**src/rtl/uart_pkg.sv**
```systemverilog
// Shared types and helpers for the UART receive path.
package uart_pkg;

  localparam int UART_DATA_W = 8;

  typedef enum logic [1:0] {
    IDLE,
    START,
    DATA,
    STOP
  } rx_state_t;

  // Width of the per-bit cycle counter, i.e. $clog2(CLKS_PER_BIT), never below 1.
  function automatic int cnt_width(input int clks_per_bit);
    return (clks_per_bit > 1) ? $clog2(clks_per_bit) : 1;
  endfunction

endpackage

```
**src/rtl/sync_fifo.sv**
```systemverilog
// Show-ahead synchronous FIFO; the head word is visible on dout without popping.
module sync_fifo #(
  parameter int WIDTH = 8,
  parameter int DEPTH = 4
) (
  input  logic                       clk,
  input  logic                       rst_n,
  input  logic                       push,
  input  logic                       pop,
  input  logic [WIDTH-1:0]           din,
  output logic [WIDTH-1:0]           dout,
  output logic [$clog2(DEPTH+1)-1:0] count,
  output logic                       full,
  output logic                       empty
);

  localparam int PTR_W = $clog2(DEPTH);
  localparam int CNT_W = $clog2(DEPTH + 1);

  logic [WIDTH-1:0] mem [DEPTH];
  logic [PTR_W-1:0] wr_ptr;
  logic [PTR_W-1:0] rd_ptr;
  logic             do_push;
  logic             do_pop;

  // A pop frees the slot a same-cycle push needs, so a full FIFO still accepts.
  assign do_pop  = pop && !empty;
  assign do_push = push && (!full || do_pop);

  assign full  = (count == CNT_W'(DEPTH));
  assign empty = (count == '0);
  assign dout  = empty ? '0 : mem[rd_ptr];

  // Storage array; contents need no reset because dout is masked while empty.
  always_ff @(posedge clk) begin
    if (do_push) begin
      mem[wr_ptr] <= din;
    end
  end

  // Pointers wrap naturally since DEPTH is a power of two; count tracks occupancy.
  always_ff @(posedge clk or negedge rst_n) begin
    if (!rst_n) begin
      wr_ptr <= '0;
      rd_ptr <= '0;
      count  <= '0;
    end else begin
      if (do_push) wr_ptr <= wr_ptr + 1'b1;
      if (do_pop)  rd_ptr <= rd_ptr + 1'b1;
      case ({do_push, do_pop})
        2'b10:   count <= count + 1'b1;
        2'b01:   count <= count - 1'b1;
        default: count <= count;
      endcase
    end
  end

endmodule

```
**src/rtl/uart_rx_irq.sv**
```systemverilog
// 8N1 UART receiver feeding a show-ahead FIFO, with a one-cycle interrupt per stored byte.
module uart_rx_irq
  import uart_pkg::*;
#(
  parameter int CLKS_PER_BIT = 16,
  parameter int FIFO_DEPTH   = 4
) (
  input  logic                            clk,
  input  logic                            reset,
  input  logic                            rx,
  input  logic                            rd_en,
  input  logic                            clr_err,
  output logic [UART_DATA_W-1:0]          rd_data,
  output logic                            rx_valid,
  output logic [$clog2(FIFO_DEPTH+1)-1:0] rx_count,
  output logic                            intrrupt,
  output logic                            frame_err,
  output logic                            overrun
);

  localparam int CNT_W = cnt_width(CLKS_PER_BIT);
  localparam int IDX_W = $clog2(UART_DATA_W);
  localparam logic [CNT_W-1:0] HALF_LAST = CNT_W'(CLKS_PER_BIT / 2 - 1);
  localparam logic [CNT_W-1:0] FULL_LAST = CNT_W'(CLKS_PER_BIT - 1);
  localparam logic [IDX_W-1:0] LAST_BIT  = IDX_W'(UART_DATA_W - 1);

  logic                   sync1, rxs;
  rx_state_t              state, state_next;
  logic [CNT_W-1:0]       cnt, cnt_next;
  logic [IDX_W-1:0]       bit_idx, bit_idx_next;
  logic [UART_DATA_W-1:0] shift_reg, shift_next;
  logic                   stop_sample;
  logic                   stop_ok, frame_set, overrun_set;
  logic                   pop_ok, push_ok;
  logic                   fifo_full, fifo_empty;

  // Two-flop synchronizer; resets to the idle line level so no false start is seen.
  always_ff @(posedge clk or negedge reset) begin
    if (!reset) begin
      sync1 <= 1'b1;
      rxs   <= 1'b1;
    end else begin
      sync1 <= rx;
      rxs   <= sync1;
    end
  end

  // Receive FSM state and bit-timing registers.
  always_ff @(posedge clk or negedge reset) begin
    if (!reset) begin
      state     <= IDLE;
      cnt       <= '0;
      bit_idx   <= '0;
      shift_reg <= '0;
    end else begin
      state     <= state_next;
      cnt       <= cnt_next;
      bit_idx   <= bit_idx_next;
      shift_reg <= shift_next;
    end
  end

  // Next-state logic: mid-bit sampling timed from the centre of the start bit.
  always_comb begin
    state_next   = state;
    cnt_next     = cnt;
    bit_idx_next = bit_idx;
    shift_next   = shift_reg;
    stop_sample  = 1'b0;
    case (state)
      IDLE: begin
        if (!rxs) begin
          state_next = START;
          cnt_next   = '0;
        end
      end
      START: begin
        if (cnt == HALF_LAST) begin
          if (rxs) begin
            state_next = IDLE;
          end else begin
            state_next   = DATA;
            cnt_next     = '0;
            bit_idx_next = '0;
          end
        end else begin
          cnt_next = cnt + 1'b1;
        end
      end
      DATA: begin
        if (cnt == FULL_LAST) begin
          cnt_next            = '0;
          shift_next[bit_idx] = rxs;
          if (bit_idx == LAST_BIT) begin
            state_next = STOP;
          end else begin
            bit_idx_next = bit_idx + 1'b1;
          end
        end else begin
          cnt_next = cnt + 1'b1;
        end
      end
      STOP: begin
        if (cnt == FULL_LAST) begin
          state_next  = IDLE;
          cnt_next    = '0;
          stop_sample = 1'b1;
        end else begin
          cnt_next = cnt + 1'b1;
        end
      end
      default: state_next = IDLE;
    endcase
  end

  assign stop_ok     = stop_sample && rxs;
  assign frame_set   = stop_sample && !rxs;
  assign pop_ok      = rd_en && !fifo_empty;
  assign push_ok     = stop_ok && (!fifo_full || pop_ok);
  assign overrun_set = stop_ok && fifo_full && !pop_ok;
  assign rx_valid    = !fifo_empty;

  sync_fifo #(
    .WIDTH (UART_DATA_W),
    .DEPTH (FIFO_DEPTH)
  ) u_fifo (
    .clk   (clk),
    .rst_n (reset),
    .push  (push_ok),
    .pop   (pop_ok),
    .din   (shift_reg),
    .dout  (rd_data),
    .count (rx_count),
    .full  (fifo_full),
    .empty (fifo_empty)
  );

  // Interrupt pulse follows each accepted push; sticky flags where set beats clear.
  always_ff @(posedge clk or negedge reset) begin
    if (!reset) begin
      intrrupt  <= 1'b0;
      frame_err <= 1'b0;
      overrun   <= 1'b0;
    end else begin
      intrrupt <= push_ok;
      if (frame_set)    frame_err <= 1'b1;
      else if (clr_err) frame_err <= 1'b0;
      if (overrun_set)  overrun <= 1'b1;
      else if (clr_err) overrun <= 1'b0;
    end
  end

endmodule

```
**config.mk**
```make
export PLATFORM = sky130hd
export DESIGN_NAME = uart_rx_irq
export DESIGN_NICKNAME = d
export VERILOG_FILES = /design/src/rtl/uart_pkg.sv /design/src/rtl/sync_fifo.sv /design/src/rtl/uart_rx_irq.sv
export SDC_FILE = /design/constraint.sdc
export NUM_CORES = 1
export LEC_CHECK = 0
export ABC_AREA = 1
export CAP_MARGIN = 20
export CORE_MARGIN = 10
export CORE_UTILIZATION = 58
export DETAILED_ROUTE_END_ITERATION = 16
export PLACE_DENSITY = 0.9
export SLEW_MARGIN = 20
export SYNTH_ARGS = -nofsm -noshare
export SYNTH_HDL_FRONTEND = slang
export SYNTH_SLANG_ARGS = --single-unit
```
**constraint.sdc**
```tcl
create_clock -name clk -period 2.3 [get_ports clk]
set_input_delay 0.46 -clock clk [delete_from_list [all_inputs] [get_ports clk]]
set_output_delay 0.46 -clock clk [all_outputs]
set_load 0.05 [all_outputs]
```
## Word-level counts from Yosys, hierarchy flattened

Memories as Yosys holds them, arrays and structs flattened.
Index checks and enable logic that the tools add are counted.

- $add $sub $neg: 6
- Order comparisons: 2
- Equality and inequality tests: 16
- Mux-type cells: 28
- Reductions and logical operators: 25

Operator list:

| operator | number |
|---|---|
| $ne 2x2->1 const B | 7 |
| $mux 2 | 6 |
| $mux 3 | 4 |
| $mux 4 | 3 |
| $pmux 3 s2 | 2 |
| $pmux 4 s3 | 1 |
| $reduce_and 5->1 | 2 |
| $logic_and 1x1->1 | 9 |
| $bwmux 8 | 1 |
| $mux 1 | 8 |
| $mux 8 | 1 |
| $pmux 2 s4 | 1 |
| $reduce_bool 2->1 | 4 |
| $add 3x1->3 const B | 2 |
| $eq 2x2->1 const B | 3 |
| $eq 3x3->1 const B | 2 |
| $add 2x1->2 const B | 2 |
| $add 4x1->4 const B | 1 |
| $eq 2x1->1 const B | 2 |
| $eq 4x3->1 const B | 1 |
| $eq 4x4->1 const B | 1 |
| $logic_not 1->1 | 4 |
| $lt 3x4->1 const B | 1 |
| $demux 1 s3 | 1 |
| other kinds (7) | 8 |

- Register bits: 29
- RAM bits: 32
- Output and inout port bits: 15
- Logic and storage cells: 90
- Memories kept: 1

Memory list:

| memory | words | width | read ports | clocked after memory_dff | write ports | line | RTL |
|---|---|---|---|---|---|---|---|
| u_fifo.mem | 4 | 8 | 1 | 0 | 1 | sync_fifo.sv:20 | `logic [WIDTH-1:0] mem [DEPTH];` |

## Longest topological paths before layout

Gate-level depths: netlist of the first run.

- Word-level depth: 8
- Gate-level depth with buffers: 10
- Mapped depth without buffers: 10

## By module

Synthesis of the first run repeated with hierarchy kept, for this count alone.

- Cell total of the unflattened synthesis: 321
- Area, all modules: 2961.6 µm²

By module, submodules not included:

| module | times used | cells each | area an instance (µm²) | seq. area each (µm²) |
|---|---|---|---|---|
| sync_fifo | 1 | 185 | 1844.3 | 1136.1 |
| uart_rx_irq | 1 | 136 | 1117.3 | 553.0 |

## Worst setup path after synthesis of the first run

OpenSTA, ideal clock, no wires.

- Path type: register to output
- Start: register u_fifo.count[0]
- End: output rd_data[0]
- Data arrival time: 2.187 ns
- Setup slack: -0.347 ns
- Cell stages (with the launch flop): 5
- Buffers on the path: 0
- Path through: dfrtp_1 -> nor2_1 -> nand2_1 -> inv_1 -> a21oi_1

- Cells in the longest elaborated chain, start to end: 2

RTL lines:

| item | line | RTL |
|---|---|---|
| start, declared | sync_fifo.sv:12 | `output logic [$clog2(DEPTH+1)-1:0] count,` |
| start signal, assigned | sync_fifo.sv:51 | `2'b10: count <= count + 1'b1;` |
| start signal, assigned | sync_fifo.sv:52 | `2'b01: count <= count - 1'b1;` |
| start signal, assigned | sync_fifo.sv:53 | `default: count <= count;` |
| $logic_not 3->1 | sync_fifo.sv:31 | `assign empty = (count == '0);` |
| $mux 8 | sync_fifo.sv:32 | `assign dout = empty ? '0 : mem[rd_ptr];` |
| end, declared | uart_rx_irq.sv:13 | `output logic [UART_DATA_W-1:0] rd_data,` |

Every way passes these cells.

## Worst setup path after layout of the first run

Same ends and word-level chain as after synthesis.

==> metrics.txt, run 1 <==
vias in the first global route=around 1.9k; status=finished clean; Least-Margin Pin Slew=512 ps; post-synth net total=281; post-synthesis xor/xnor area fraction=0.0128; CTS Root Cell=clkbuf_8; met1 GRT Util=0.170; Num CTS Buffers=9; max reg flops=32; GR met3 Demand/Resource=0.0450; worst vdd ir=~0.79 mV; Die ar.=slightly below 0.008 mm2; Critical Path Start Type=flip-flop; Max Slew Vio Count=0; commonest non-fill, non-tap cells in the layout=nor2_1 (47), nand2_1 (40), edfxtp_1 (32); core box area=approximately 0.0045 mm2; Post-Syn Instances=267; Starting DRT DRC Count=~150; Die X=just under 90 um; sw power=about 0.0019 W; hpwl dp=around 3.7 mm; WL final=~5.2 mm; Clock Skews=about 9.7 ps; Reg2Reg Depth=10; worst hold-check path type=flip-flop to flip-flop; Final Power=about 0.0042 W; Clk network pwr share=0.196; synth warn=0; simple-gate portion of the synthesized area=0.198; synth unique cells=23; met2 Track Usage GR=0.250; first-pass GRT wire length=9.03 mm; IO Pins=20; gpl congestion=0.828; n_diodes=0; Arr. time, crit path=1710 ps; Bufs on Longest Clock Path=2; post-synthesis mux area share=0; switching portion of total power=0.443; Port-buffer cells=19; Final #Nets=314; P_leak=about 1.4 nW; Post-Layout Inst Area=~0.0033 mm2; Critical Path Fanout Max=8; Die Height=between 80 and 90 um; Synth Area in Adders=0.0438; crit path time final=roughly 2200 ps; Netlist Area Pre-Place=about 0.0027 mm2; Std-Cell Rows=24; complex-gate fraction of the synthesized area=0.0830; syn avg cell area=a little over 10 um2; Most Used Layer, Global Route=met2; GRT Overall Usage=0.150; CTS sink count=just over 60; Post-DP Area=0.00312 mm2; CTS clk-pin slew, worst paths=about 70 ps; # DRC=0; drt pass-1 iters=4; Fmax achieved=between 400 and 500 MHz; post-synthesis sequential area ratio=0.616; PD cells=1280 mW/mm2; Slew Limit Headroom=0.658; Min-Delay Path Depth=0; initial antenna violation count=0; WS Path Type=flip-flop to primary output; area grow syn2layout=19.9%; RSZ-0062 raised after global routing=no; fin cells=357; final hold viol count=0; H-Tree Depth=3; clk_lat worst skew=around 330 ps; placed cell count=about 340; most common cell after layout, fill and taps aside=nor2_1; DR WL/cell=14.6 um; effective utilization at floorplan=0.613; share of cells above drive strength 1=0.203; Max Cap Viol=0; grt ovf=0; fin crit share=0.944; Detail Route Antenna Nets=0; Yosys reg bits=61; Cell Int Power=0.00235 W; pin count of the biggest net entering global routing=30; Setup crit end kind=primary output; vias=between 1.5k and 2k; main combinational cell family by area after synthesis=simple AND/OR/NAND/NOR gates; sequential power share=0.331; Comb power frac=0.473; fillers=slightly above 300; Avg Vias per Cell=around 5.3; CTS tree=done; Data required, critical path=between 1500 and 2000 ps; Final setup viols=0
synth_stat cells:
library cell   n  share of area
nand3_1       11          0.020
ha_1           8          0.036
inv_1         23          0.031
edfxtp_1      32           0.35
xnor2_1        1         0.0032
clkbuf_1       2         0.0027
nand3_4        3          0.019
xor2_1         3         0.0096
dfrtp_1       27           0.25
inv_2          5         0.0068
fa_1           1         0.0073
nand2_1       41          0.056
a21oi_1        9          0.016
o21ai_1        6          0.011
nand4_1        1         0.0023
buf_2          3         0.0055
nand2_2        6          0.014
o22ai_1        2         0.0046
dfstp_2        2          0.019
nor3_1         1         0.0018
nor2_1        47          0.064
o21ai_0       28          0.051
nor2_4         5          0.021
path summary, 6_finish.rpt:
path | slack [ps] | end | start
max reg2reg | 170 | u_fifo.count[2] | cnt[0]
min | 360 | rxs | sync1
max | 130 | rd_data[0] | u_fifo.count[0]
min in group asynchronous | 510 | state[0] | reset
min reg2reg | 360 | rxs | sync1
max in group asynchronous | 1480 | rxs | reset
critical path, stage by stage (launching register included):
cell        delay [ps]
dfrtp_2            400
nor2_1              80
nand2_2            110
clkinvlp_4         340
a21oi_4            230
buf_4              220
per-stage QoR:
step	TNS, ps	hold WS, ps	setup slack [ps]	util
final	0	356	130	0.735
after global routing	0	367	23.2	0.735
after CTS	0	359	36.6	0.735
after detailed placement	-51.5	351	-51.5	0.696
after global placement	0	347	38.7	0.696
after floorplan	0	164	130	-
cell type report:
cell class                      instances  area [um2]  share of cell area
Timing Repair Buffer                   27         233              0.0707
Multi-Input combinational cell        173        1020               0.310
Clock inverter                          2        8.76             0.00266
Sequential cell                        61        1690               0.515
Clock buffer                           14         163              0.0494
Inverter                               28         109              0.0331
Tap cell                               52        65.1              0.0198
what timing repair did:
item	in CTS	in global routing
buffers inserted	0	0
gates resized for setup	0	1
hold buffers	0	0
setup endpoints to repair	0	1
logic make-up after synthesis:
group,Yosys count
AO/OA/AOI/OAI,45
flip-flops,61
AND/OR/NAND/NOR,115
XOR/XNOR,4
adder cells (fa/ha/maj),9
buffers and inverters,33
power groups by stage:
stage / Clock (W) / Combinational [W] / Sequential [W]
final: 0.000826 / 0.00200 / 0.00140
after CTS: 0.000844 / 0.00201 / 0.00140
after global routing: 0.000888 / 0.00219 / 0.00142
after global placement: 0 / 0.00195 / 0.00141
after detailed placement: 0 / 0.00200 / 0.00142
after floorplan: 0 / 0.00146 / 0.00148
routing by layer:
metal  vias up  part of all wire
met3         8             0.046
met2        36              0.51
met1       903              0.44
met4         0             0.011
li1        948                 -
met5         -                 0
Power figures use the tool's default switching activity.
==> inputs of run 2 (changes only) <==
--- a/config.mk
+++ b/config.mk
@@ -8,10 +8,10 @@
 export ABC_AREA = 1
 export CAP_MARGIN = 20
 export CORE_MARGIN = 10
-export CORE_UTILIZATION = 58
+export CORE_UTILIZATION = 55
 export DETAILED_ROUTE_END_ITERATION = 16
-export PLACE_DENSITY = 0.9
-export SLEW_MARGIN = 20
+export PLACE_DENSITY = 0.86
+export SLEW_MARGIN = 25
 export SYNTH_ARGS = -nofsm -noshare
 export SYNTH_HDL_FRONTEND = slang
 export SYNTH_SLANG_ARGS = --single-unit
==> metrics.txt, run 2 (same netlist as run 1, synthesis figures left out) <==
grt ovf=0 (unchanged); Setup TNS Final=0 ps (unchanged); drt pass-1 iters=4 (unchanged); most common cell after layout, fill and taps aside=nor2_1 (unchanged); worst vdd ir=0.625 mV (was 0.794 mV); Starting DRT DRC Count=81 (was 152); Critical Path Fanout Max=8 (unchanged); Setup crit end kind=primary output (unchanged); Fmax achieved=460 MHz (was 461 MHz); Slew Limit Headroom=0.663 (was 0.658); Bufs on Longest Clock Path=2 (unchanged); WS Path Type=flip-flop to primary output (unchanged); share of cells above drive strength 1=0.212 (was 0.203); Least-Margin Pin Slew=505 ps (was 512 ps); Data required, critical path=1840 ps (about the same); CTS Root Cell=clkbuf_8 (unchanged); Clock Skews=6.53 ps (was 9.67 ps); Port-buffer cells=19 (unchanged); Num CTS Buffers=9 (unchanged); worst hold-check path type=flip-flop to flip-flop (unchanged); sw power=0.00188 W (was 0.00187 W); Die ar.=0.00821 mm2 (was 0.00788 mm2); Cell Int Power=0.00229 W (was 0.00235 W); Critical Path Start Type=flip-flop (unchanged); first-pass GRT wire length=8.81 mm (was 9.03 mm); P_leak=1.37 nW (about the same); core box area=0.00479 mm2 (was 0.00447 mm2); Die Height=90.6 um (was 88.8 um); RSZ-0062 raised after global routing=no (unchanged); slowest cell delay on critical path=390 ps (was 400 ps); Cell Chain, Critical Path=nor2_1, nand2_2, clkinvlp_4, a21oi_4, buf_4 (unchanged); effective utilization at floorplan=0.573 (was 0.613); Hold WS=356 ps (about the same); Comb power frac=0.482 (was 0.473); CTS tree=done (unchanged); Max Slew Vio Count=0 (unchanged); fin crit share=0.944 (about the same); Setup Buffers After CTS=0 (unchanged); WL final=5.16 mm (was 5.22 mm); Arr. time, crit path=1710 ps (about the same); Detail Route Antenna Nets=0 (unchanged); vias=1884 (was 1895); # DRC=0 (unchanged); vias in the first global route=1859 (was 1918); hpwl dp=3.59 mm (was 3.71 mm); pin count of the biggest net entering global routing=30 (unchanged); crit path time final=2170 ps (about the same); final hold viol count=0 (unchanged); Clk network pwr share=0.184 (was 0.196); status=finished clean (unchanged); H-Tree Depth=3 (unchanged); Die X=90.6 um (was 88.8 um); Max Cap Viol=0 (unchanged); placed cell count=357 (was 341); switching portion of total power=0.451 (was 0.443); commonest non-fill, non-tap cells in the layout=nor2_1 (47), nand2_1 (40), edfxtp_1 (32) (unchanged); CTS sink count=61 (unchanged); initial antenna violation count=0 (unchanged); Post-CTS Hold Buffers=0 (unchanged); gpl congestion=0.849 (was 0.828); Post-DP Area=0.00314 mm2 (was 0.00312 mm2); PD cells=1260 mW/mm2 (was 1280 mW/mm2); DR WL/cell=13.8 um (was 14.6 um); clk_lat worst skew=330 ps (about the same); Post-Layout Inst Area=0.00330 mm2 (was 0.00329 mm2); GRT Overall Usage=0.133 (was 0.150); n_diodes=0 (unchanged); area grow syn2layout=20.4% (was 19.9%); critical path's slowest cell=dfrtp_2 (unchanged); fin cells=373 (was 357); Final #Nets=315 (was 314); CTS clk-pin slew, worst paths=60 ps (was 70 ps); Std-Cell Rows=25 (was 24); sequential power share=0.334 (was 0.331); Avg Vias per Cell=5.05 (was 5.31); IO Pins=20 (unchanged); Final setup viols=0 (unchanged); fillers=345 (was 303); max reg flops=32 (unchanged)
[run 2: through the flow]
step	total power [W]	util	worst slack [ps]
after global routing	0.00443	0.690	15.9
after CTS	0.00421	0.690	7.61
after global placement	0.00336	0.656	29.5
final	0.00417	0.690	128
after detailed placement	0.00342	0.656	-66.8
after floorplan	0.00294	-	130
[run 2: layer usage]
metal | vias up | wire length [um] | GRT usage
met5 | - | 0 | 0
met4 | 0 | 61 | 0.0477
met3 | 8 | 224 | 0.0524
met2 | 36 | 2580 | 0.215
met1 | 890 | 2300 | 0.158
li1 | 950 | - | -
[run 2: critical path, delay by kind of cell, from the launching register on]
family | cells | cell delay (ps)
flip-flops | 1 | 390
AND/OR/NAND/NOR | 2 | 190
AO/OA/AOI/OAI | 1 | 230
buffers and inverters | 2 | 560
[run 2: timing repair]
action                     CTS  global route
hold endpoints to repair     0             0
resized for setup            0             1
setup endpoints to repair    0             1
[run 2: cell type report]
type	instances	area [um2]	area share
flip-flops and latches	61	1690	0.512
multi-input cells	173	1020	0.308
repair buffers	28	240	0.0727
clock buffers	11	131	0.0398
inverters	28	109	0.0330
well taps	67	83.8	0.0254
clock inverters	5	27.5	0.00833
[run 2: path summary, 6_finish.rpt]
kind,startpoint,end,slack (ps),cells past startpoint
max,u_fifo.count[0],rd_data[5],130,5
min,sync1,rxs,360,0
max in group asynchronous,reset,rxs,1470,2
min reg2reg,sync1,rxs,360,0
min in group asynchronous,reset,shift_reg[5],510,2
max reg2reg,cnt[0],u_fifo.count[2],150,10
[run 2: power groups by stage]
| stage | Clock [W] | Combinational [W] | Sequential (W) |
|---|---|---|---|
| after floorplan | 0 | 0.00146 | 0.00148 |
| after global placement | 0 | 0.00196 | 0.00141 |
| after detailed placement | 0 | 0.00201 | 0.00141 |
| after CTS | 0.000789 | 0.00203 | 0.00139 |
| after global routing | 0.000839 | 0.00218 | 0.00142 |
| final | 0.000767 | 0.00201 | 0.00140 |
